$ cat src/rtl/fpadd_pkg.sv
// Shared types and constants for the parametrised floating-point adder.
package fpadd_pkg;

    localparam int unsigned DEF_EXP_W  = 8;
    localparam int unsigned DEF_MAN_W  = 23;
    localparam int unsigned W          = 1 + DEF_EXP_W + DEF_MAN_W;
    localparam int unsigned BIAS       = (1 << (DEF_EXP_W - 1)) - 1;
    localparam int unsigned EXP_MAX    = (1 << DEF_EXP_W) - 1;
    localparam int unsigned GRS_W      = 3;
    localparam int unsigned MAX_WORD_W = 128;

    typedef enum logic [2:0] {
        S_IDLE, S_UNPACK, S_ALIGN, S_ADD, S_NORM, S_ROUND, S_PACK
    } state_e;

    // Signed infinity for any format; callers truncate to their word width.
    function automatic logic [MAX_WORD_W-1:0] inf_word(input int unsigned exp_w,
                                                       input int unsigned man_w,
                                                       input logic        sgn);
        logic [MAX_WORD_W-1:0] v;
        v = ((MAX_WORD_W'(1) << exp_w) - MAX_WORD_W'(1)) << man_w;
        v = v | (MAX_WORD_W'(sgn) << (exp_w + man_w));
        return v;
    endfunction

    function automatic logic [MAX_WORD_W-1:0] qnan_word(input int unsigned exp_w,
                                                        input int unsigned man_w);
        return inf_word(exp_w, man_w, 1'b0) | (MAX_WORD_W'(1) << (man_w - 1));
    endfunction

endpackage

$ cat src/rtl/fpadd_if.sv
// Start/done handshake and operand/result bus of the floating-point adder.
interface fpadd_if #(
    parameter int unsigned EXP_W = 8,
    parameter int unsigned MAN_W = 23
);
    localparam int unsigned WORD_W = 1 + EXP_W + MAN_W;

    logic              start;
    logic              op_sub;
    logic [WORD_W-1:0] a;
    logic [WORD_W-1:0] b;
    logic [WORD_W-1:0] sum;
    logic              done;
    logic              busy;

    modport master (output start, op_sub, a, b, input sum, done, busy);
    modport slave  (input start, op_sub, a, b, output sum, done, busy);
endinterface

$ cat src/rtl/fpadd_round.sv
// Round-to-nearest-even of {hidden, frac, G, R, S}; carry flags mantissa overflow.
module fpadd_round
    import fpadd_pkg::*;
#(
    parameter int unsigned MAN_W = 23
) (
    input  logic [MAN_W+GRS_W:0] i_mant,
    output logic [MAN_W:0]       o_mant_c,
    output logic                 o_carry_c
);
    logic w_inc;

    assign w_inc = i_mant[2] & (i_mant[1] | i_mant[0] | i_mant[3]);
    assign {o_carry_c, o_mant_c} = {1'b0, i_mant[MAN_W+GRS_W:GRS_W]} + (MAN_W+2)'(w_inc);
endmodule

$ cat src/rtl/fpadd_param.sv
// Multi-cycle parametrised FP add/sub with RNE rounding and special-value handling.
// Define FPADD_DENORM_EN to support subnormals; otherwise they are flushed to zero.
module fpadd_param
    import fpadd_pkg::*;
#(
    parameter int unsigned EXP_W = 8,
    parameter int unsigned MAN_W = 23
) (
    input  logic  clk,
    input  logic  reset,
    fpadd_if.slave bus
);
    localparam int unsigned WORD_W = 1 + EXP_W + MAN_W;
    localparam int unsigned F      = MAN_W + 1 + GRS_W;
    localparam int unsigned XW     = EXP_W + 1;
    localparam logic [XW-1:0]     EXP_ALL1 = XW'((1 << EXP_W) - 1);
    localparam logic [WORD_W-1:0] QNAN     = WORD_W'(qnan_word(EXP_W, MAN_W));
    localparam logic [WORD_W-1:0] PINF     = WORD_W'(inf_word(EXP_W, MAN_W, 1'b0));
`ifdef FPADD_DENORM_EN
    localparam bit DENORM = 1'b1;
`else
    localparam bit DENORM = 1'b0;
`endif

    state_e            r_state;
    logic [WORD_W-1:0] r_a, r_b, r_res, r_sum;
    logic              r_done, r_busy, r_special, r_sx, r_eff_sub;
    logic [XW-1:0]     r_ex, r_ey;
    logic [F-1:0]      r_mx, r_my;
    logic [F:0]        r_mant;

    logic              w_sa, w_sb, w_swap, w_special;
    logic [EXP_W-1:0]  w_ea, w_eb;
    logic [MAN_W-1:0]  w_fa, w_fb;
    logic              w_a_zero, w_b_zero, w_a_inf, w_b_inf, w_a_nan, w_b_nan;
    logic [XW-1:0]     w_xa, w_xb, w_diff;
    logic [F-1:0]      w_ma, w_mb, w_mask, w_y_al;
    logic              w_sticky;
    logic [F:0]        w_addsub;
    logic [WORD_W-1:0] w_spec_res, w_pack;
    logic [MAN_W:0]    w_rnd_m;
    logic              w_rnd_c;

    assign bus.sum  = r_sum;
    assign bus.done = r_done;
    assign bus.busy = r_busy;

    // Field split and classification of the captured operands.
    assign {w_sa, w_ea, w_fa} = r_a;
    assign {w_sb, w_eb, w_fb} = r_b;
    assign w_a_zero = (w_ea == '0) && (!DENORM || (w_fa == '0));
    assign w_b_zero = (w_eb == '0) && (!DENORM || (w_fb == '0));
    assign w_a_inf  = (XW'(w_ea) == EXP_ALL1) && (w_fa == '0);
    assign w_b_inf  = (XW'(w_eb) == EXP_ALL1) && (w_fb == '0);
    assign w_a_nan  = (XW'(w_ea) == EXP_ALL1) && (w_fa != '0);
    assign w_b_nan  = (XW'(w_eb) == EXP_ALL1) && (w_fb != '0);
    assign w_xa     = (w_ea == '0) ? XW'(1) : XW'(w_ea);
    assign w_xb     = (w_eb == '0) ? XW'(1) : XW'(w_eb);
    assign w_ma     = {(w_ea != '0), w_fa, GRS_W'(0)};
    assign w_mb     = {(w_eb != '0), w_fb, GRS_W'(0)};
    assign w_swap   = {w_eb, w_fb} > {w_ea, w_fa};
    assign w_special = w_a_nan | w_b_nan | w_a_inf | w_b_inf | w_a_zero | w_b_zero;

    always_comb begin
        w_spec_res = r_a;
        if (w_a_nan || w_b_nan)       w_spec_res = QNAN;
        else if (w_a_inf && w_b_inf)  w_spec_res = (w_sa != w_sb) ? QNAN : {w_sa, PINF[WORD_W-2:0]};
        else if (w_a_inf)             w_spec_res = {w_sa, PINF[WORD_W-2:0]};
        else if (w_b_inf)             w_spec_res = {w_sb, PINF[WORD_W-2:0]};
        else if (w_a_zero && w_b_zero) w_spec_res = {w_sa & w_sb, (WORD_W-1)'(0)};
        else if (w_a_zero)            w_spec_res = r_b;
    end

    // Alignment of the smaller operand; everything past R collapses into S.
    assign w_diff   = r_ex - r_ey;
    assign w_mask   = ~({F{1'b1}} << w_diff);
    assign w_sticky = |(r_my & w_mask);
    assign w_y_al   = (w_diff >= XW'(F - 1)) ? {{(F-1){1'b0}}, |r_my}
                                             : ((r_my >> w_diff) | {{(F-1){1'b0}}, w_sticky});

    assign w_addsub = r_eff_sub ? ({1'b0, r_mx} - {1'b0, r_my}) : ({1'b0, r_mx} + {1'b0, r_my});

    fpadd_round #(.MAN_W(MAN_W)) u_round (
        .i_mant   (r_mant[F-1:0]),
        .o_mant_c (w_rnd_m),
        .o_carry_c(w_rnd_c)
    );

    // Final packing: overflow to infinity, subnormal kept or flushed.
    always_comb begin
        w_pack = {r_sx, r_ex[EXP_W-1:0], r_mant[F-2:GRS_W]};
        if (r_ex >= EXP_ALL1)   w_pack = {r_sx, PINF[WORD_W-2:0]};
        else if (!r_mant[F-1])  w_pack = DENORM ? {r_sx, EXP_W'(0), r_mant[F-2:GRS_W]}
                                                : {r_sx, (WORD_W-1)'(0)};
    end

    always_ff @(posedge clk) begin
        if (reset) begin
            r_state <= S_IDLE;
            r_sum   <= '0;
            r_done  <= 1'b0;
            r_busy  <= 1'b0;
        end else begin
            r_done <= 1'b0;
            case (r_state)
                S_IDLE: if (bus.start) begin
                    r_a     <= bus.a;
                    r_b     <= {bus.b[WORD_W-1] ^ bus.op_sub, bus.b[WORD_W-2:0]};
                    r_busy  <= 1'b1;
                    r_state <= S_UNPACK;
                end
                S_UNPACK: begin
                    r_special <= w_special;
                    r_res     <= w_spec_res;
                    r_sx      <= w_swap ? w_sb : w_sa;
                    r_ex      <= w_swap ? w_xb : w_xa;
                    r_ey      <= w_swap ? w_xa : w_xb;
                    r_mx      <= w_swap ? w_mb : w_ma;
                    r_my      <= w_swap ? w_ma : w_mb;
                    r_eff_sub <= w_sa ^ w_sb;
                    r_state   <= w_special ? S_PACK : S_ALIGN;
                end
                S_ALIGN: begin
                    r_my    <= w_y_al;
                    r_state <= S_ADD;
                end
                S_ADD: begin
                    r_mant  <= w_addsub;
                    r_state <= S_NORM;
                end
                // Leaves for ROUND on the cycle whose shift brings the hidden bit home.
                S_NORM: begin
                    if (r_mant[F]) begin
                        r_mant  <= {1'b0, r_mant[F:2], r_mant[1] | r_mant[0]};
                        r_ex    <= r_ex + XW'(1);
                        r_state <= S_ROUND;
                    end else if (r_mant == '0) begin
                        r_special <= 1'b1;
                        r_res     <= '0;
                        r_state   <= S_PACK;
                    end else if (!r_mant[F-1] && (r_ex > XW'(1))) begin
                        r_mant <= r_mant << 1;
                        r_ex   <= r_ex - XW'(1);
                        if (r_mant[F-2] || (r_ex == XW'(2))) r_state <= S_ROUND;
                    end else begin
                        r_state <= S_ROUND;
                    end
                end
                S_ROUND: begin
                    r_mant  <= {1'b0, w_rnd_c | w_rnd_m[MAN_W], w_rnd_m[MAN_W-1:0], GRS_W'(0)};
                    r_ex    <= r_ex + XW'(w_rnd_c);
                    r_state <= S_PACK;
                end
                S_PACK: begin
                    r_sum   <= r_special ? r_res : w_pack;
                    r_done  <= 1'b1;
                    r_busy  <= 1'b0;
                    r_state <= S_IDLE;
                end
                default: r_state <= S_IDLE;
            endcase
        end
    end
endmodule

$ cat src/flat_wrapper.sv
// flat-port wrapper written by rule: the top's interface ports become plain ports
module fpadd_param_flat import fpadd_pkg::*;
#(
    parameter int unsigned EXP_W = 8,
    parameter int unsigned MAN_W = 23
)
  (clk, reset, bus_start, bus_op_sub, bus_a, bus_b, bus_sum, bus_done, bus_busy);
  fpadd_if #(.EXP_W(EXP_W), .MAN_W(MAN_W)) bus_i ();
  input  logic clk;
  input  logic reset;
  input wire logic [$bits(bus_i.start)-1:0] bus_start;
  input wire logic [$bits(bus_i.op_sub)-1:0] bus_op_sub;
  input wire logic [$bits(bus_i.a)-1:0] bus_a;
  input wire logic [$bits(bus_i.b)-1:0] bus_b;
  output wire logic [$bits(bus_i.sum)-1:0] bus_sum;
  output wire logic [$bits(bus_i.done)-1:0] bus_done;
  output wire logic [$bits(bus_i.busy)-1:0] bus_busy;
  assign bus_i.start = bus_start;
  assign bus_i.op_sub = bus_op_sub;
  assign bus_i.a = bus_a;
  assign bus_i.b = bus_b;
  assign bus_sum = bus_i.sum;
  assign bus_done = bus_i.done;
  assign bus_busy = bus_i.busy;
  fpadd_param #(.EXP_W(EXP_W), .MAN_W(MAN_W)) u_core (.clk(clk), .reset(reset), .bus(bus_i));
endmodule
$ cat config.mk
export PLATFORM = sky130hd
export DESIGN_NAME = fpadd_param_flat
export DESIGN_NICKNAME = d
export VERILOG_FILES = /design/src/rtl/fpadd_pkg.sv /design/src/rtl/fpadd_if.sv /design/src/rtl/fpadd_round.sv /design/src/rtl/fpadd_param.sv /design/src/flat_wrapper.sv
export SDC_FILE = /design/constraint.sdc
export NUM_CORES = 1
export LEC_CHECK = 0
export ABC_AREA = 0
export CAP_MARGIN = 10
export CORE_MARGIN = 4
export CORE_UTILIZATION = 62
export CTS_BUF_LIST = sky130_fd_sc_hd__clkbuf_4
export CTS_CLUSTER_DIAMETER = 80
export CTS_CLUSTER_SIZE = 8
export DETAILED_ROUTE_END_ITERATION = 16
export PLACE_DENSITY = 0.86
export SKIP_LAST_GASP = 1
export SLEW_MARGIN = 5
export SYNTH_ARGS = -nofsm -noshare
export SYNTH_HDL_FRONTEND = slang
export SYNTH_HIERARCHICAL = 1
export SYNTH_SLANG_ARGS = --single-unit
export TNS_END_PERCENT = 10
$ cat constraint.sdc
create_clock -name clk -period 10.3 [get_ports clk]
set_input_delay 2.06 -clock clk [delete_from_list [all_inputs] [get_ports clk]]
set_output_delay 2.06 -clock clk [all_outputs]
set_load 0.02 [all_outputs]
==> flow_metrics.py, run 1 <==
metrics = {
    "global_routing": {
        "pin_count_of_the_biggest_net_entering_global_routing": 66,
        "grt_usage_pct": 32.0,
        "number_of_antenna_violations_at_the_first_check_in_global_routing": 2,
        "grt_overflow": 0,
        "grt_pass1_vias": 12500,
        "grt_pass1_wl_um": 70700,
    },
    "cells_and_area": {
        "layout.filler_cells": 1835,
        "drive_gt1_share_pct": 7.97,
        "layoutNonFillerInstCount": 2018,
        "multi_input_comb_area_mm2": 0.00825,
        "flow.area_growth_from_synthesis_pct": 10.3,
        "seq_area_mm2": 0.00660,
        "finalNetCount": 1827,
    },
    "synthesis": {
        "async_flop_share_pct": 0,
        "combined_area_of_all_synthesized_cells_mm2": 0.0155,
        "synth_enable_flop_cells": 195,
        "ys_warn_count": 6,
        "postSynthNetCount": 1772,
        "syn-mean-instance-area_um2": 9.51,
        "synth_seq_cells": 232,
        "post_synth_inst_count": 1629,
        "synth-seq-area-share_pct": 42.6,
        "synth_flop_cell": "edfxtp_1",
        "ys_types": 85,
    },
    "drt": {
        "route.detailed.wl_per_inst_um": 22.7,
        "postRouteAntennaNets": 0,
        "route.detailed.drc": 0,
        "firstDrtPassIters": 8,
        "drt-vias-per-instance": 6.76,
        "route.vias.total": 13600,
        "finalWirelength_um": 45800,
        "drt_iter0_markers": 2036,
    },
    "worst_setup_path": {
        "worstPathMaxFanout": 6,
        "timing.critical_path.cells": "or4_1 > nor4_1 > a21oi_1 > xnor2_1 > ha_1 > a21o_1 > a21o_1 > a21o_1 > a31oi_1 > o22ai_1 > nor3_1 > o31ai_1 > o21ai_0 > o211ai_1",
        "slowest_stage": "or4_1",
        "worstSetupPathType": "flop to flop",
        "critical_path.startpoint_type": "flop",
        "timing.critical_path.slowest_cell_delay_ns": 0.63,
        "gate_family_responsible_for_the_most_delay_along_the_worst_path": "compound AO/OA/AOI/OAI gates",
        "worst_ep_arrival_time_ns": 4.85,
        "critical_path.endpoint_type": "flop",
        "cpMostUsedCell": "a21o_1",
        "critical_path_required_ns": 10.68,
        "timing.critical_path.buf_inv": 0,
    },
    "clocking": {
        "clkLatencyLatePin_ns": 0.67,
        "tritoncts_num_sinks": 232,
        "clockRootBuffer": "clkbuf_4",
        "numCtsBuffers": 34,
        "postCtsSetupRepairBufs": 0,
        "cts_hold_buffers": 0,
        "cts.htree.levels": 2,
        "cts.clk_slew.worst_paths_ns": 0.12,
        "cts_tree": "built",
        "post_cts.resized_instances": 0,
        "cts_buffer_depth": 3,
    },
    "sta": {
        "fin_crit_ns": 4.48,
        "setup_violations": 0,
        "grt_setup_unrepaired": "false",
        "maxClockFrequency_ghz": 0.223,
        "slew-limit-headroom_pct": 29.7,
        "final_cycle_utilization_of_the_critical_path_pct": 43.5,
        "max_slew.worst_pin.slew_ns": 1.05,
        "final-hold-violation-count": 0,
        "fin_worst_skew_ns": 0.0523,
        "slew_viol_final": 0,
        "tns_ns": 0,
        "setup_ws_ns": 5.82,
    },
    "die": {
        "ios": 102,
        "initial_core_util_pct": 63.3,
        "fp-row-count": 57,
        "die-area_mm2": 0.0276,
        "die_height_um": 166,
        "die_width_um": 166,
        "core_area_mm2": 0.0245,
    },
    "pwr": {
        "vdd_drop_max_v": 0.000107,
        "post-layout-total-power_mw": 2.28,
        "power.static_leakage_nw": 6.26,
        "power-per-cell-area_mw_per_mm2": 133,
    },
    "outcome": {
        "result_of_the_run": "complete, no violations",
    },
    "place": {
        "port_buffers": 101,
        "place.detailed.hpwl_um": 33900,
        "final_estimated_routing_congestion_in_global_placement": 0.974,
        "preCtsSetupSlack_ns": 5.96,
        "dp.cells": 1972,
    },
    "job": {
        "cap_violations": 0,
    },
    "min_path": {
        "hold_path_class": "flop to flop",
    },
}
-- cell families (layout without fill, tap and decap cells) --
| group | count (synthesis) | in the layout | share of synthesized area [%] |
|---|---|---|---|
| adder cells (fa/ha/maj) | 76 | 76 | 6.17 |
| AND/OR/NAND/NOR | 536 | 536 | 16.9 |
| other | 0 | 1 | 0 |
| XOR/XNOR | 86 | 86 | 4.86 |
| multiplexers | 107 | 107 | 7.30 |
| buffers and inverters | 177 | 241 | 4.45 |
| flip-flops | 232 | 232 | 42.6 |
| AO/OA/AOI/OAI | 415 | 415 | 17.7 |
-- layout by cell type, fill, tap and decap left out, drive strengths merged, types with 18 or more instances in the layout --
master         count
clkdlybuf4s50    101
mux2i             77
nor4              28
edfxtp           195
xnor2             56
xor2              30
clkbuf            43
nand3             40
o21ai             90
a211oi            35
a222oi            18
a221oi            32
nand4             23
a21o              19
mux2              28
nand2            148
buf               26
nor3              75
ha                74
nor2b             23
o22ai             26
a21oi            115
nor2             137
a31oi             20
dfxtp             37
inv               68
-- power by group --
group	internal (mW)	switching, mW	leakage [nW]
sequential	1.08	0.0696	2.09
combinational	0.238	0.346	3.97
clock	0.216	0.322	0.212
total	1.54	0.738	6.26
-- metal layers --
metal | part of all wire [%] | global-route usage [%]
met2 | 44 | 48.8
met5 | 0.044 | 0
met3 | 12 | 6.88
met4 | 4.3 | 11.6
met1 | 40 | 45.3
-- worst reg2reg max path, delay by kind of cell (launching register included) --
family | cells | cell delay, ns
AO/OA/AOI/OAI | 9 | 1.73
AND/OR/NAND/NOR | 3 | 1.43
flip-flops | 1 | 0.50
adder cells (fa/ha/maj) | 1 | 0.37
XOR/XNOR | 1 | 0.15
-- cells in the mapped netlist (31+ instances only) --
master	count	area (um^2)
a211oi_1	31	233
a21oi_1	114	571
a221oi_1	32	280
clkbuf_1	85	319
dfxtp_1	37	741
edfxtp_1	195	5860
ha_1	74	926
inv_1	68	255
mux2i_1	77	771
nand2_1	146	548
nand3_1	37	185
nor2_1	137	514
nor3_1	73	365
o21ai_0	88	440
xnor2_1	56	490
-- cell type report --
| cell class | count | share of cell area, % |
|---|---|---|
| multi-input combinational | 1220 | 48.3 |
| sequential | 232 | 38.6 |
| timing repair buffer | 127 | 7.06 |
| tap | 324 | 2.37 |
| clock buffer | 43 | 1.89 |
| inverter | 69 | 1.52 |
| clock inverter | 2 | 0.220 |
| antenna | 1 | 0.0147 |
-- registers in the layout, summed over array words and instances (netlist names) --
register	flops
u_core/r_a	32
u_core/bus.done	1
u_core/r_state	3
u_core/r_ey	8
u_core/r_res	32
u_core/r_eff_sub	1
u_core/r_sx	1
u_core/r_mx	24
u_core/bus.sum	32
u_core/r_my	27
u_core/r_ex	9
u_core/r_b	32
u_core/bus.busy	1
u_core/r_mant	28
u_core/r_special	1
-- per-stage QoR --
stage / instance area (um^2) / hold WS [ns] / utilization, %
finish: 17100 / 0.495 / 69.8
global route: 17100 / 0.530 / 69.8
CTS: 17100 / 0.499 / 69.8
detailed placement: 16700 / 0.480 / 68.3
global placement: 16700 / 0.471 / 68.3
floorplan: 15500 / 0.522 / -
-- worst paths after layout --
| path | cells after the start | slack [ns] | endpoint | startpoint |
|---|---|---|---|---|
| hold reg to reg | 2 | 0.49 | u_core/bus.sum[13]$_SDFFE_PP0P_ | u_core/bus.sum[13]$_SDFFE_PP0P_ |
| setup / recovery | 14 | 5.82 | u_core/r_mant[27]$_DFFE_PP_ | u_core/r_my[5]$_DFFE_PP_ |
| hold / removal | 2 | 0.49 | u_core/bus.sum[13]$_SDFFE_PP0P_ | u_core/bus.sum[13]$_SDFFE_PP0P_ |
| setup reg to reg | 14 | 5.82 | u_core/r_mant[27]$_DFFE_PP_ | u_core/r_my[5]$_DFFE_PP_ |
(Power assumes the default switching activity.)
==> run 2, diff against run 1 <==
==> constraint.sdc (replaced) <==
create_clock -name clk -period 4.2 [get_ports clk]
set_input_delay 0.84 -clock clk [delete_from_list [all_inputs] [get_ports clk]]
set_output_delay 0.84 -clock clk [all_outputs]
set_load 0.02 [all_outputs]
==> run 2 against run 1 <==
- first-iteration DRC count up 13%
- sequential power up 140%
- maximum frequency up 13%
- clock power up 140%
- hold slack about the same
- flip-flop and latch count unchanged
- critical path type unchanged
- critical endpoint unchanged
- highest routed layer is now met4
==> flow_metrics.py, run 2 (synthesis gave the netlist of run 1 again) <==
metrics = {
    "cells_and_area": {
        "layout.cells.most_common_list": "195 x edfxtp_1, 146 x nand2_1, 137 x nor2_1",
        "layout.filler_cells": 1823,
        "mostFrequentLayoutCell": "edfxtp_1",
        "finalNetCount": 1878,
        "flow.area_growth_from_synthesis_pct": 12.8,
        "layoutNonFillerInstCount": 2071,
        "drive_gt1_share_pct": 10.8,
    },
    "global_routing": {
        "pin_count_of_the_biggest_net_entering_global_routing": 66,
        "number_of_antenna_violations_at_the_first_check_in_global_routing": 2,
        "grt_usage_pct": 32.7,
        "grt_pass1_vias": 13000,
        "grt_overflow": 0,
        "grt_pass1_wl_um": 72400,
    },
    "die": {
        "die_width_um": 166,
        "ios": 102,
        "die_height_um": 166,
        "fp-row-count": 57,
        "initial_core_util_pct": 63.3,
        "die-area_mm2": 0.0276,
        "core_area_mm2": 0.0245,
    },
    "pwr": {
        "relative_contribution_of_the_clock_network_to_total_power_pct": 22.7,
        "post-layout-total-power_mw": 5.59,
        "internal-power_mw": 3.78,
        "p_sw_share_pct": 32.5,
        "switching_power_mw": 1.82,
        "power.static_leakage_nw": 6.52,
        "power.sequential.fraction_pct": 50.0,
        "power-per-cell-area_mw_per_mm2": 320,
        "vdd_drop_max_v": 0.000292,
        "power_frac_comb_pct": 27.3,
    },
    "sta": {
        "slew_viol_final": 0,
        "max_slew.worst_pin.slew_ns": 1.11,
        "slew-limit-headroom_pct": 26.1,
        "final-hold-violation-count": 0,
        "setup_violations": 0,
        "fin_crit_ns": 3.95,
        "maxClockFrequency_ghz": 0.253,
        "grt_setup_unrepaired": "true",
        "holdWs_ns": 0.495,
        "fin_worst_skew_ns": 0.0493,
        "final_cycle_utilization_of_the_critical_path_pct": 94.1,
    },
    "clocking": {
        "cts.htree.levels": 2,
        "clockRootBuffer": "clkbuf_4",
        "cts_buffer_depth": 3,
        "cts_tree": "built",
        "clkLatencyLatePin_ns": 0.65,
        "numCtsBuffers": 34,
        "tritoncts_num_sinks": 232,
        "post_cts.resized_instances": 0,
        "cts_hold_buffers": 0,
        "cts.clk_slew.worst_paths_ns": 0.10,
        "postCtsSetupRepairBufs": 0,
    },
    "place": {
        "final_estimated_routing_congestion_in_global_placement": 0.969,
        "port_buffers": 101,
        "place.detailed.hpwl_um": 34900,
        "dp.cells": 2023,
    },
    "drt": {
        "firstDrtPassIters": 7,
        "maxUsedRoutingLayer": "met4",
        "route.met3.wl_um": 5870,
        "drt-met1-wl_um": 18300,
        "drt_iter0_markers": 2297,
        "route.detailed.wl_per_inst_um": 22.4,
        "route.detailed.drc": 0,
        "drt-vias-per-instance": 6.69,
        "finalWirelength_um": 46400,
        "route.vias.total": 13900,
        "routed-wl-met2_um": 20400,
        "postRouteAntennaNets": 0,
    },
    "worst_setup_path": {
        "critical_path.endpoint_type": "flop",
        "slowest_stage": "or4_1",
        "timing.critical_path.slowest_cell_delay_ns": 0.60,
        "worstSetupPathType": "flop to flop",
        "gate_family_responsible_for_the_most_delay_along_the_worst_path": "compound AO/OA/AOI/OAI gates",
        "worst_ep_arrival_time_ns": 4.35,
        "critical_path_required_ns": 4.60,
        "critical_path.startpoint_type": "flop",
        "timing.critical_path.cells": "or4_1 > nor4_1 > buf_4 > a21oi_1 > xnor2_1 > ha_1 > a21o_1 > a21o_1 > a21o_1 > a31oi_1 > o22ai_1 > nor3_1 > o31ai_1 > o21ai_0 > o211ai_1",
        "worstPathMaxFanout": 4,
        "cpMostUsedCell": "a21o_1",
        "timing.critical_path.buf_inv": 1,
    },
    "min_path": {
        "hold_path_class": "flop to flop",
    },
    "job": {
        "cap_violations": 0,
    },
    "outcome": {
        "result_of_the_run": "complete, no violations",
    },
}
-- run 2: power by group through the flow --
stage,clock network [mW],registers [mW],logic [mW]
after floorplan,0,2.78,1.05
after global placement,0,2.83,1.45
after detailed placement,0,2.84,1.49
after CTS,1.29,2.79,1.50
after global routing,1.40,2.80,1.66
final,1.27,2.80,1.53
-- run 2: worst register-to-register path: stages, from the launching register on --
cell      delay (ns)
edfxtp_1        0.41
or4_1           0.60
nor4_1          0.28
buf_4           0.17
a21oi_1         0.07
xnor2_1         0.13
ha_1            0.30
a21o_1          0.18
a21o_1          0.17
a21o_1          0.19
a31oi_1         0.23
o22ai_1         0.17
nor3_1          0.31
o31ai_1         0.15
o21ai_0         0.22
o211ai_1        0.12
-- run 2: metrics by stage --
| stage | cell area, um^2 | utilization, % | setup TNS (ns) | worst slack, ns |
|---|---|---|---|---|
| floorplan | 15500 | - | 0 | 0.123 |
| global placement | 17100 | 70.0 | 0 | 0.344 |
| detailed placement | 17100 | 70.0 | 0 | 0.293 |
| CTS | 17500 | 71.4 | 0 | 0.275 |
| global route | 17500 | 71.4 | -0.105 | -0.0408 |
| finish | 17500 | 71.4 | 0 | 0.249 |
-- run 2: worst paths after layout --
path                                   start                              end  slack (ns)  cells past startpoint
min reg2reg  u_core/bus.sum[24]$_SDFFE_PP0P_  u_core/bus.sum[24]$_SDFFE_PP0P_        0.49                      2
max                 u_core/r_my[6]$_DFFE_PP_      u_core/r_mant[27]$_DFFE_PP_        0.25                     15
min          u_core/bus.sum[24]$_SDFFE_PP0P_  u_core/bus.sum[24]$_SDFFE_PP0P_        0.49                      2
max reg2reg         u_core/r_my[6]$_DFFE_PP_      u_core/r_mant[27]$_DFFE_PP_        0.25                     15
-- run 2: layout make-up --
class / count / area, um^2 / share of cell area (%)
Timing Repair Buffer: 178 / 1600 / 9.17
Clock inverter: 2 / 11.3 / 0.0644
Inverter: 69 / 259 / 1.48
Antenna cell: 1 / 2.50 / 0.0143
Clock buffer: 45 / 338 / 1.93
Tap cell: 324 / 405 / 2.32
Multi-Input combinational cell: 1220 / 8260 / 47.3
Sequential cell: 232 / 6600 / 37.8
-- run 2: routing by layer --
metal / GRT usage, % / vias to the layer above
li1: - / 6314
met1: 46.8 / 6433
met2: 49.8 / 992
met3: 6.05 / 122
met5: 0 / -
met4: 12.2 / 0
